[src/rtl/rtc_seg_display.sv]
// Real-time clock (HH:MM:SS, 24 h) with an 8-digit multiplexed 7-segment driver.
// Ports:
//   clk, rst_n        system clock, asynchronous active-low reset
//   run_en            1 = time advances, 0 = time and prescaler frozen
//   time_set          one-cycle load strobe for sec_in/min_in/hour_in
//   blink_sel         00 none, 01 hours, 10 minutes, 11 seconds
//   sec/min/hour      current time, binary
//   tick              one-cycle pulse per count increment
//   day_wrap          one-cycle pulse on 23:59:59 -> 00:00:00
//   set_err           one-cycle pulse when a load is rejected
//   seg_en            one-hot digit enable (active-high)
//   seg_out0/seg_out1 segment buses {a..g,dp} for digits 7..4 / 3..0
module rtc_seg_display #(
  parameter int unsigned CLK_HZ  = 100_000_000,
  parameter int unsigned TICK_HZ = 1,
  parameter int unsigned SCAN_HZ = 400
) (
  input  logic       clk,
  input  logic       rst_n,
  input  logic       run_en,
  input  logic       time_set,
  input  logic [5:0] sec_in,
  input  logic [5:0] min_in,
  input  logic [4:0] hour_in,
  input  logic [1:0] blink_sel,
  output logic [5:0] sec,
  output logic [5:0] min,
  output logic [4:0] hour,
  output logic       tick,
  output logic       day_wrap,
  output logic       set_err,
  output logic [7:0] seg_en,
  output logic [7:0] seg_out0,
  output logic [7:0] seg_out1
);

  localparam int unsigned TICK_DIV = CLK_HZ / TICK_HZ;
  localparam int unsigned SCAN_DIV = CLK_HZ / SCAN_HZ;
  localparam int unsigned PW       = $clog2(TICK_DIV);
  localparam int unsigned SW       = (SCAN_DIV > 2) ? $clog2(SCAN_DIV) : 1;

  logic [PW-1:0] presc;
  logic [SW-1:0] scan_cnt;
  logic [2:0]    scan_idx;

  logic       load_ok;
  logic       presc_last;
  logic       blank_phase;
  logic [3:0] digit_val;
  logic       is_dash;
  logic       blink_hit;
  logic [7:0] glyph;

  function automatic logic [7:0] digit_glyph(input logic [3:0] d);
    case (d)
      4'd0:    digit_glyph = 8'hFC;
      4'd1:    digit_glyph = 8'h60;
      4'd2:    digit_glyph = 8'hDA;
      4'd3:    digit_glyph = 8'hF2;
      4'd4:    digit_glyph = 8'h66;
      4'd5:    digit_glyph = 8'hB6;
      4'd6:    digit_glyph = 8'hBE;
      4'd7:    digit_glyph = 8'hE0;
      4'd8:    digit_glyph = 8'hFE;
      4'd9:    digit_glyph = 8'hF6;
      default: digit_glyph = 8'h00;
    endcase
  endfunction

  assign load_ok    = time_set && (sec_in < 6'd60) && (min_in < 6'd60) && (hour_in < 5'd24);
  assign presc_last = (presc == PW'(TICK_DIV - 1));

  // Prescaler, time counters and status pulses; a valid load overrides any wrap.
  always_ff @(posedge clk or negedge rst_n) begin
    if (!rst_n) begin
      presc    <= '0;
      sec      <= '0;
      min      <= '0;
      hour     <= '0;
      tick     <= 1'b0;
      day_wrap <= 1'b0;
      set_err  <= 1'b0;
    end else begin
      tick     <= 1'b0;
      day_wrap <= 1'b0;
      set_err  <= 1'b0;
      if (load_ok) begin
        sec   <= sec_in;
        min   <= min_in;
        hour  <= hour_in;
        presc <= '0;
      end else begin
        if (time_set) set_err <= 1'b1;
        if (run_en) begin
          if (presc_last) begin
            presc <= '0;
            tick  <= 1'b1;
            if (sec == 6'd59) begin
              sec <= '0;
              if (min == 6'd59) begin
                min <= '0;
                if (hour == 5'd23) begin
                  hour     <= '0;
                  day_wrap <= 1'b1;
                end else begin
                  hour <= hour + 5'd1;
                end
              end else begin
                min <= min + 6'd1;
              end
            end else begin
              sec <= sec + 6'd1;
            end
          end else begin
            presc <= presc + PW'(1);
          end
        end
      end
    end
  end

  // Free-running digit scan, independent of run_en.
  always_ff @(posedge clk or negedge rst_n) begin
    if (!rst_n) begin
      scan_cnt <= '0;
      scan_idx <= '0;
    end else if (scan_cnt == SW'(SCAN_DIV - 1)) begin
      scan_cnt <= '0;
      scan_idx <= scan_idx + 3'd1;
    end else begin
      scan_cnt <= scan_cnt + SW'(1);
    end
  end

  // Blink phase follows the prescaler, so it freezes together with time.
  assign blank_phase = (presc >= PW'(TICK_DIV / 2));

  // Select the digit value for the current scan position.
  always_comb begin
    digit_val = '0;
    is_dash   = 1'b0;
    blink_hit = 1'b0;
    case (scan_idx)
      3'd0: begin digit_val = 4'(sec % 6'd10);  blink_hit = (blink_sel == 2'b11); end
      3'd1: begin digit_val = 4'(sec / 6'd10);  blink_hit = (blink_sel == 2'b11); end
      3'd3: begin digit_val = 4'(min % 6'd10);  blink_hit = (blink_sel == 2'b10); end
      3'd4: begin digit_val = 4'(min / 6'd10);  blink_hit = (blink_sel == 2'b10); end
      3'd6: begin digit_val = 4'(hour % 5'd10); blink_hit = (blink_sel == 2'b01); end
      3'd7: begin digit_val = 4'(hour / 5'd10); blink_hit = (blink_sel == 2'b01); end
      default: is_dash = 1'b1;
    endcase
    if (is_dash)                       glyph = 8'h02;
    else if (blink_hit && blank_phase) glyph = 8'h00;
    else                               glyph = digit_glyph(digit_val);
  end

  // Registered digit enable and bank routing; the idle bank is driven dark.
  always_ff @(posedge clk or negedge rst_n) begin
    if (!rst_n) begin
      seg_en   <= '0;
      seg_out0 <= '0;
      seg_out1 <= '0;
    end else begin
      seg_en   <= 8'(1) << scan_idx;
      seg_out0 <= scan_idx[2] ? glyph : 8'h00;
      seg_out1 <= scan_idx[2] ? 8'h00 : glyph;
    end
  end

endmodule
[config.mk]
export PLATFORM = sky130hd
export DESIGN_NAME = rtc_seg_display
export DESIGN_NICKNAME = d
export VERILOG_FILES = /design/src/rtl/rtc_seg_display.sv
export SDC_FILE = /design/constraint.sdc
export NUM_CORES = 1
export LEC_CHECK = 0
export ABC_AREA = 0
export CAP_MARGIN = 10
export CORE_MARGIN = 8
export CORE_UTILIZATION = 65
export CTS_BUF_LIST = sky130_fd_sc_hd__clkbuf_4 sky130_fd_sc_hd__clkbuf_8 sky130_fd_sc_hd__clkbuf_16
export DETAILED_ROUTE_END_ITERATION = 10
export DONT_BUFFER_PORTS = 1
export PLACE_DENSITY_LB_ADDON = 0.1
export SYNTH_ARGS = -nofsm -noshare
export SYNTH_HDL_FRONTEND = slang
export SYNTH_SLANG_ARGS = --single-unit
[constraint.sdc]
create_clock -name clk -period 7.85 [get_ports clk]
set_clock_uncertainty 0.1 [all_clocks]
set_input_delay 1.57 -clock clk [delete_from_list [all_inputs] [get_ports clk]]
set_output_delay 1.57 -clock clk [all_outputs]
set_load 0.01 [all_outputs]
==> flow_summary.json, run 1 <==
{
  "synth_top_family_by_area": "simple AND/OR/NAND/NOR gates",
  "via_count": 4965,
  "core_area_mm2": 0.008678,
  "cts-hold-fix-buffers": 0,
  "grt_setup_unrepaired": "false",
  "cp_slowest_cell": "dfrtp_1",
  "synth_compound_gate_area_share_pct": 23.00,
  "via_per_inst": 6.507,
  "max_cap_viol_count": 0,
  "dp.final_hpwl_um": 9918,
  "async_reset_ff_share_pct": 100.0,
  "hold_ws_ns": 0.3778,
  "place.gp.congestion": 0.8753,
  "synthFlopType": "dfrtp_1",
  "antenna_found_initial": 0,
  "drtIter0Drc": 302,
  "clk_latency_ns": 0.36,
  "synthCells": 667,
  "synthXorXnorAreaFrac_pct": 2.870,
  "cts_max_path_buffers": 2,
  "yosys.area_share.simple_pct": 24.21,
  "diodes": 0,
  "worst-path-buf-inv": 2,
  "worstPathMaxFanout": 11,
  "fill_cells": 692,
  "overflow": 0,
  "ys_seq_area_share_pct": 38.84,
  "syn_area_per_cell_um2": 8.693,
  "fin_crit_ns": 4.845,
  "critPathMaxStageDelay_ns": 0.47,
  "core.rowCount": 34,
  "grt_usage_pct": 22.04,
  "mostFrequentLayoutCells": "90 x dfrtp_1, 74 x o21ai_0, 73 x nand2_1",
  "grt_pass1_vias": 4532,
  "ant_nets": 0,
  "wl_um": 13870,
  "ir_drop_uv": 108.9,
  "final_common_cell": "dfrtp_1",
  "cts_setup_buffers": 0,
  "ys_ff_latch": 90,
  "ys_types": 86,
  "cts_max_level": 3,
  "setup_viol_count_final": 0,
  "tns_ns": 0,
  "required_ns": 8.03,
  "avgRoutedWirePerCell_um": 18.18,
  "path_clk_slew_ns": 0.09,
  "synth_mux_area_share_pct": 1.575,
  "netlist_area_mm2": 0.005798,
  "syn2layout_area_growth_pct": 3.366,
  "num_io_pins": 67,
  "root_buffer": "clkbuf_8",
  "numCtsBuffers": 9,
  "yosys_warnings": 0,
  "die_area_mm2": 0.01220,
  "dpl_worst_slack_ns": 3.144,
  "hold_path.class": "reg -> reg",
  "fin_nets": 696,
  "portBuffers": 0,
  "clock_sinks": 90,
  "slew_violations": 0,
  "cts_tree": "yes",
  "tightestPinTransition_ns": 1.030,
  "synth-edff-count": 0,
  "finalHoldViolCount": 0,
  "setup_ws_ns": 3.005,
  "layout.core_utilization_pct": 69.06,
  "grt_max_degree": 91,
  "relSlewSlack_pct": 31.08,
  "die_h_um": 110.4,
  "run_status": "finished, final reports clean",
  "finalCritPeriodShare_pct": 61.72,
  "path_class": "reg -> reg",
  "p_leak_nw": 2.525,
  "drc": 0,
  "crit_arrival_ns": 5.02,
  "pwr_density_cell_mw_per_mm2": 236.7,
  "grt_pass1_wl_um": 23180,
  "fmax_ghz": 0.2064,
  "endpoint_kind": "flop",
  "cp_top_family": "compound AO/OA/AOI/OAI gates",
  "worstPathCellList": "ha_1 > ha_1 > and2_1 > a211oi_4 > o32ai_1 > nor2_1 > ha_1 > nor2_1 > a2111oi_0 > o41ai_1 > o32a_1 > o21a_1 > o21a_1 > inv_1 > ha_1 > inv_1 > a221oi_1 > a31oi_1 > a21oi_1",
  "die_w_um": 110.4,
  "cpMostUsedCell": "ha_1",
  "setup.worst_path.start_class": "flop",
  "drive_above_1_share_pct": 7.634,
  "firstDrtPassIters": 5,
  "synth_fa_ha_area_share_pct": 4.963,
  "ctsResizeCount": 0,
  "initial_utilization_pct": 66.81
}
## power by group
group | internal [mW] | total [mW] | leakage [nW] | switching, mW
Clock | 0.151 | 0.332 | 0.102 | 0.181
Sequential | 0.517 | 0.636 | 1.19 | 0.119
Combinational | 0.186 | 0.451 | 1.23 | 0.265
## path summary, 6_finish.rpt
kind                                              start               endpoint  slack, ns  cells past startpoint
max in group asynchronous                         rst_n  seg_out1[3]$_DFF_PN0_       6.70                      0
worst max-delay path            scan_idx[0]$_DFFE_PN0N_  seg_out0[3]$_DFF_PN0_       3.01                     19
worst min-delay path              scan_cnt[0]$_DFF_PN0_  scan_cnt[0]$_DFF_PN0_       0.38                      1
worst min register to register    scan_cnt[0]$_DFF_PN0_  scan_cnt[0]$_DFF_PN0_       0.38                      1
worst max register to register  scan_idx[0]$_DFFE_PN0N_  seg_out0[3]$_DFF_PN0_       3.01                     19
min in group asynchronous                         rst_n     min[0]$_DFFE_PN0P_       0.79                      0
## through the flow
stage,power [mW],instance area [um^2],instances
finish,1.419,5993,763
global route,1.509,5993,763
CTS,1.421,5993,763
detailed placement,1.088,5793,747
global placement,1.070,5793,747
floorplan,0.9838,5802,668
## cells by family after synthesis
family,count (synthesis)
DFF,90
xor gates and xnor gates,19
AOI/OAI and AO/OA,202
buffers and inverters,54
other,1
adders and majority gates,23
and+or+nand+nor,270
muxes,8
## area by class of cell
class / count / area (um^2) / area share, %
timing repair buffer: 4 / 30.03 / 0.5010
sequential: 90 / 2252 / 37.58
clock buffer: 9 / 123.9 / 2.067
tap: 108 / 135.1 / 2.255
multi-input combinational: 524 / 3297 / 55.01
inverter: 21 / 78.83 / 1.315
clock inverter: 7 / 76.32 / 1.273
## sequential cells by signal, summed over array words and instances, names as in the netlist, 5 cells and up
name      count
min           6
hour          5
presc        27
seg_out1      7
seg_out0      7
sec           6
seg_en        8
scan_cnt     18
## routing by layer
layer  global-route usage, %  wire length, um  vias to the layer above
met5                       0                0                        -
met4                   6.036              172                        0
met3                   4.004              716                       15
met2                   35.81             6794                      155
met1                   29.33             6191                     2386
li1                        -                -                     2409
## synth_stat cells (all sizes together), types with 15 or more instances
cell / n / share of area, %
dfrtp: 90 / 39
o21ai: 76 / 6.6
nand2: 73 / 4.7
nor2: 49 / 3.2
a21oi: 48 / 4.5
nand3: 30 / 2.8
and3: 24 / 2.6
clkbuf: 23 / 1.5
ha: 23 / 5.0
inv: 20 / 1.3
nand4: 16 / 1.7
and2: 15 / 1.7
(Power assumes the default switching activity.)
==> run 2: changes to the inputs <==
--- a/config.mk
+++ b/config.mk
@@ -8,7 +8,7 @@
 export ABC_AREA = 0
 export CAP_MARGIN = 10
 export CORE_MARGIN = 8
-export CORE_UTILIZATION = 65
+export CORE_UTILIZATION = 64
 export CTS_BUF_LIST = sky130_fd_sc_hd__clkbuf_4 sky130_fd_sc_hd__clkbuf_8 sky130_fd_sc_hd__clkbuf_16
 export DETAILED_ROUTE_END_ITERATION = 10
 export DONT_BUFFER_PORTS = 1
==> constraint.sdc (replaced) <==
create_clock -name clk -period 5 [get_ports clk]
set_clock_uncertainty 0.1 [all_clocks]
set_input_delay 1 -clock clk [delete_from_list [all_inputs] [get_ports clk]]
set_output_delay 1 -clock clk [all_outputs]
set_load 0.01 [all_outputs]
==> flow_summary.json, run 2 (synthesis gave the netlist of run 1 again) <==
{
  "core_area_mm2": 0.008763,
  "die_h_um": 111.2,
  "final_common_cell": "dfrtp_1",
  "path_class": "reg -> reg",
  "ctsResizeCount": 0,
  "slew_violations": 0,
  "grt_max_degree": 91,
  "hold_path.class": "in -> async",
  "via_per_inst": 6.635,
  "cts_max_level": 3,
  "run_status": "finished, final reports clean",
  "cts_tree": "yes",
  "syn2layout_area_growth_pct": 3.625,
  "p_leak_nw": 2.528,
  "portBuffers": 0,
  "max_cap_viol_count": 0,
  "fill_cells": 697,
  "core.rowCount": 34,
  "clk_latency_ns": 0.37,
  "dp.final_hpwl_um": 10210,
  "drive_above_1_share_pct": 7.774,
  "post-route-cell-area_mm2": 0.006008,
  "ant_nets": 0,
  "num_io_pins": 67,
  "pwr_density_cell_mw_per_mm2": 373.3,
  "fin_crit_ns": 4.579,
  "path_clk_slew_ns": 0.10,
  "wl_um": 14270,
  "worstPathMaxFanout": 10,
  "clock_sinks": 90,
  "largest_register_ffs": 27,
  "grt_pass1_vias": 4796,
  "drtIter0Drc": 356,
  "endpoint_kind": "flop",
  "grt_pass1_wl_um": 23830,
  "top_register": "presc",
  "crit_arrival_ns": 4.77,
  "via_count": 5069,
  "drc": 0,
  "p_total_mw": 2.243,
  "tns_ns": 0,
  "overflow": 0,
  "firstDrtPassIters": 5,
  "post_dp_cell_area_mm2": 0.005801,
  "fmax_ghz": 0.2184,
  "mostFrequentLayoutCells": "90 x dfrtp_1, 74 x o21ai_0, 73 x nand2_1",
  "relSlewSlack_pct": 30.83,
  "fin_nets": 697,
  "die_w_um": 111.2,
  "finalHoldViolCount": 0,
  "die_area_mm2": 0.01236,
  "numCtsBuffers": 9,
  "setup_viol_count_final": 0,
  "tightestPinTransition_ns": 1.038,
  "initial_utilization_pct": 66.16,
  "cts-hold-fix-buffers": 0,
  "grt_usage_pct": 22.67,
  "cts_setup_buffers": 0,
  "cts_max_path_buffers": 2,
  "ir_drop_uv": 245.6,
  "avgRoutedWirePerCell_um": 18.67,
  "required_ns": 5.19,
  "finalCritPeriodShare_pct": 91.59,
  "root_buffer": "clkbuf_8",
  "largestRegisters": "presc (27), scan_cnt (18), seg_en (8)",
  "grt_setup_unrepaired": "false",
  "place.gp.congestion": 0.8972,
  "setup.worst_path.start_class": "flop",
  "antenna_found_initial": 0,
  "diodes": 0
}
run 2: cell types whose count changed in the layout (fill, tap and decap cells not counted):
cell	delta
buf_4	+1
clkbuf_8	+1
inv_8	-1
clkinvlp_4	+1
clkinv_4	+1
clkinv_2	-2
inv_6	-1
clkbuf_4	+1
run 2: final timing paths:
check                                        startpoint                    end  slack, ns  cells after the start
min in group clk                  scan_cnt[0]$_DFF_PN0_  scan_cnt[0]$_DFF_PN0_       0.38                      1
worst max-delay path            scan_idx[0]$_DFFE_PN0N_  seg_out0[1]$_DFF_PN0_       0.42                     16
worst min register to register    scan_cnt[0]$_DFF_PN0_  scan_cnt[0]$_DFF_PN0_       0.38                      1
worst min-delay path                              rst_n     min[5]$_DFFE_PN0P_       0.21                      0
max in group asynchronous                         rst_n  presc[20]$_DFFE_PN0P_       4.45                      0
worst max register to register  scan_idx[0]$_DFFE_PN0N_  seg_out0[1]$_DFF_PN0_       0.42                     16
run 2: final cells by class:
class / instances / area [um^2] / share of cell area (%)
Multi-Input combinational cell: 524 / 3297 / 54.87
Sequential cell: 90 / 2252 / 37.48
Clock buffer: 11 / 145.1 / 2.416
Tap cell: 108 / 135.1 / 2.249
Inverter: 21 / 78.83 / 1.312
Clock inverter: 5 / 62.56 / 1.041
Timing Repair Buffer: 5 / 37.54 / 0.6247
run 2: critical path, stage by stage, from the launching register on:
cell       delay, ns
dfrtp_1         0.46
ha_1            0.24
buf_4           0.18
ha_1            0.32
a21oi_2         0.29
nand2_1         0.09
nand2_1         0.17
inv_1           0.15
ha_1            0.34
a2111oi_0       0.08
o211a_1         0.22
a2111oi_0       0.60
o32a_1          0.36
inv_1           0.09
ha_1            0.22
o41a_1          0.43
a21oi_1         0.16
run 2: per-layer routing:
layer	track usage, %	wire (um)	share of wire (%)	up-vias
met4	9.244	362	2.5	0
met1	28.05	6025	42	2431
met3	3.680	806	5.6	45
met5	0	0	0	-
li1	-	-	-	2417
met2	38.21	7072	50	176
run 2: where the power goes:
part	total, mW	switching (mW)	leakage [nW]	internal (mW)
Clock	0.529	0.276	0.0996	0.253
Sequential	1.00	0.188	1.19	0.812
Combinational	0.714	0.420	1.24	0.293
run 2: stage by stage:
step | hold WS, ns | cells | utilization, % | setup slack (ns)
3_5_place_dp | 0.3708 | 748 | 66.19 | 0.5482
3_3_place_gp | 0.3655 | 748 | 66.19 | 0.6251
4_1_cts | 0.1992 | 764 | 68.56 | 0.5363
5_1_grt | 0.1940 | 764 | 68.56 | 0.1082
2_1_floorplan | 0.3459 | 668 | - | 0.8957
6_report | 0.2091 | 764 | 68.56 | 0.4206
==> run 3: changes to the inputs <==
==> constraint.sdc (replaced) <==
create_clock -name clk -period 4.63 [get_ports clk]
set_clock_uncertainty 0.1 [all_clocks]
set_input_delay 0.926 -clock clk [delete_from_list [all_inputs] [get_ports clk]]
set_output_delay 0.926 -clock clk [all_outputs]
set_load 0.01 [all_outputs]
==> flow_summary.json, run 3 (synthesis gave the netlist of run 1 again) <==
{
  "worst-path-buf-inv": 3,
  "core.rowCount": 34,
  "comb_power_share_pct": 32.0,
  "hold_path.class": "in -> async",
  "avgRoutedWirePerCell_um": 18.89,
  "grt_setup_unrepaired": "false",
  "slew_violations": 0,
  "place.gp.congestion": 0.8767,
  "run_status": "finished, final reports clean",
  "hold_ws_ns": 0.1292,
  "mostFrequentLayoutCells": "89 x dfrtp_1, 74 x o21ai_0, 73 x nand2_1",
  "initial_utilization_pct": 66.16,
  "endpoint_kind": "flop",
  "num_io_pins": 67,
  "via_count": 4996,
  "cts_max_path_buffers": 2,
  "core_area_mm2": 0.008763,
  "p_int_mw": 1.469,
  "stdcell_count": 768,
  "root_buffer": "clkbuf_8",
  "fmax_ghz": 0.2284,
  "sequentialPowerShare_pct": 44.4,
  "largest_register_ffs": 27,
  "path_clk_slew_ns": 0.10,
  "drc": 0,
  "switching_share_pct": 39.51,
  "p_total_mw": 2.428,
  "p_leak_nw": 2.556,
  "drive_above_1_share_pct": 8.939,
  "grt_pass1_vias": 4781,
  "critPathMaxStageDelay_ns": 0.48,
  "worstPathCellList": "ha_1 > buf_4 > ha_1 > buf_4 > a32oi_1 > nand2_1 > inv_1 > ha_1 > a2111oi_0 > o211a_1 > a2111oi_2 > o32a_1 > ha_1 > o311ai_0 > a21oi_1",
  "ant_nets": 0,
  "via_per_inst": 6.505,
  "ir_drop_uv": 245.0,
  "cp_slowest_cell": "a2111oi_0",
  "worstPathMaxFanout": 8,
  "die_area_mm2": 0.01236,
  "finalHoldViolCount": 0,
  "dpl_worst_slack_ns": 0.1508,
  "clk_latency_ns": 0.38,
  "tightestPinTransition_ns": 0.7184,
  "setup_viol_count_final": 0,
  "fin_crit_ns": 4.379,
  "max_cap_viol_count": 0,
  "cts_setup_buffers": 0,
  "numCtsBuffers": 9,
  "antenna_found_initial": 0,
  "final_common_cell": "dfrtp_1",
  "fin_nets": 701,
  "setup.worst_path.start_class": "flop",
  "setup_ws_ns": 0.2511,
  "die_h_um": 111.2,
  "drtIter0Drc": 357,
  "firstDrtPassIters": 5,
  "cts_tree": "yes",
  "cts_max_level": 3,
  "syn2layout_area_growth_pct": 4.704,
  "path_class": "reg -> reg",
  "relSlewSlack_pct": 51.74,
  "power_switching_mw": 0.9594,
  "clock_sinks": 90,
  "top_register": "presc",
  "tns_ns": 0,
  "dpl.cell_count": 752,
  "grt_usage_pct": 23.01,
  "diodes": 0,
  "pwr_density_cell_mw_per_mm2": 400.0,
  "grt_max_degree": 91,
  "dp.final_hpwl_um": 10450,
  "finalCritPeriodShare_pct": 94.58,
  "layout.core_utilization_pct": 69.27,
  "portBuffers": 0,
  "post-route-cell-area_mm2": 0.006071,
  "ff2ff_setup_slack_ns": 0.25,
  "die_w_um": 111.2,
  "cp_top_family": "compound AO/OA/AOI/OAI gates",
  "crit_arrival_ns": 4.53,
  "clockPowerShare_pct": 23.6,
  "overflow": 0,
  "required_ns": 4.78,
  "cpMostUsedCell": "ha_1",
  "wl_um": 14510,
  "largestRegisters": "presc (27), scan_cnt (18), seg_en (8)",
  "grt_pass1_wl_um": 23940,
  "post_dp_cell_area_mm2": 0.005831
}
==> run 3: changes by cell type in the layout (fill, tap and decap cells not counted), moves of 2 or more <==
cell,previous run,this run
a21oi_4,0,2
a2111oi_0,3,1
buf_4,5,9
a21oi_2,5,3
==> run 3: layout make-up <==
type                            instances  area (um^2)
Clock buffer                           10        137.6
Fill cell                             688         2693
Multi-Input combinational cell        524         3326
Timing Repair Buffer                    9        67.56
Sequential cell                        90         2253
Inverter                               21        78.83
Clock inverter                          6        72.57
Tap cell                              108        135.1
==> run 3: timing repair <==
item / 4_1_cts / 5_1_grt
hold buffers: 0 / 0
resized for setup: 0 / 8
endpoints found under the setup margin: 0 / 12
==> run 3: power by group through the flow <==
stage	registers [mW]	logic [mW]	clock network, mW
floorplan	1.01	0.655	0
global placement	1.10	0.729	0
detailed placement	1.10	0.754	0
CTS	1.08	0.758	0.588
global route	1.09	0.873	0.615
finish	1.08	0.777	0.573
==> run 3: path summary, 6_finish.rpt <==
path / start / end / cells after the start
worst max-delay path: scan_idx[0]$_DFFE_PN0N_ / seg_out1[2]$_DFF_PN0_ / 15
worst min-delay path: rst_n / min[4]$_DFFE_PN0P_ / 0
worst max register to register: scan_idx[0]$_DFFE_PN0N_ / seg_out1[2]$_DFF_PN0_ / 15
worst min register to register: presc[23]$_DFFE_PN0P_ / presc[23]$_DFFE_PN0P_ / 1
max in group asynchronous: rst_n / scan_idx[0]$_DFFE_PN0N_ / 0
min in group clk: presc[23]$_DFFE_PN0P_ / presc[23]$_DFFE_PN0P_ / 1
==> run 3: metal layers <==
| metal | routed length (um) | track usage (%) |
|---|---|---|
| met4 | 239 | 7.111 |
| met2 | 7269 | 39.63 |
| met1 | 6098 | 28.05 |
| met5 | 0 | 0 |
| met3 | 900 | 4.708 |
==> run 3: worst reg2reg max path: cells and delay by family (launching register included) <==
kind	cells	cell delay, ns
compound gates	7	1.90
fa+ha+maj	4	1.07
buf+inv	3	0.58
flops	1	0.46
simple gates	1	0.16
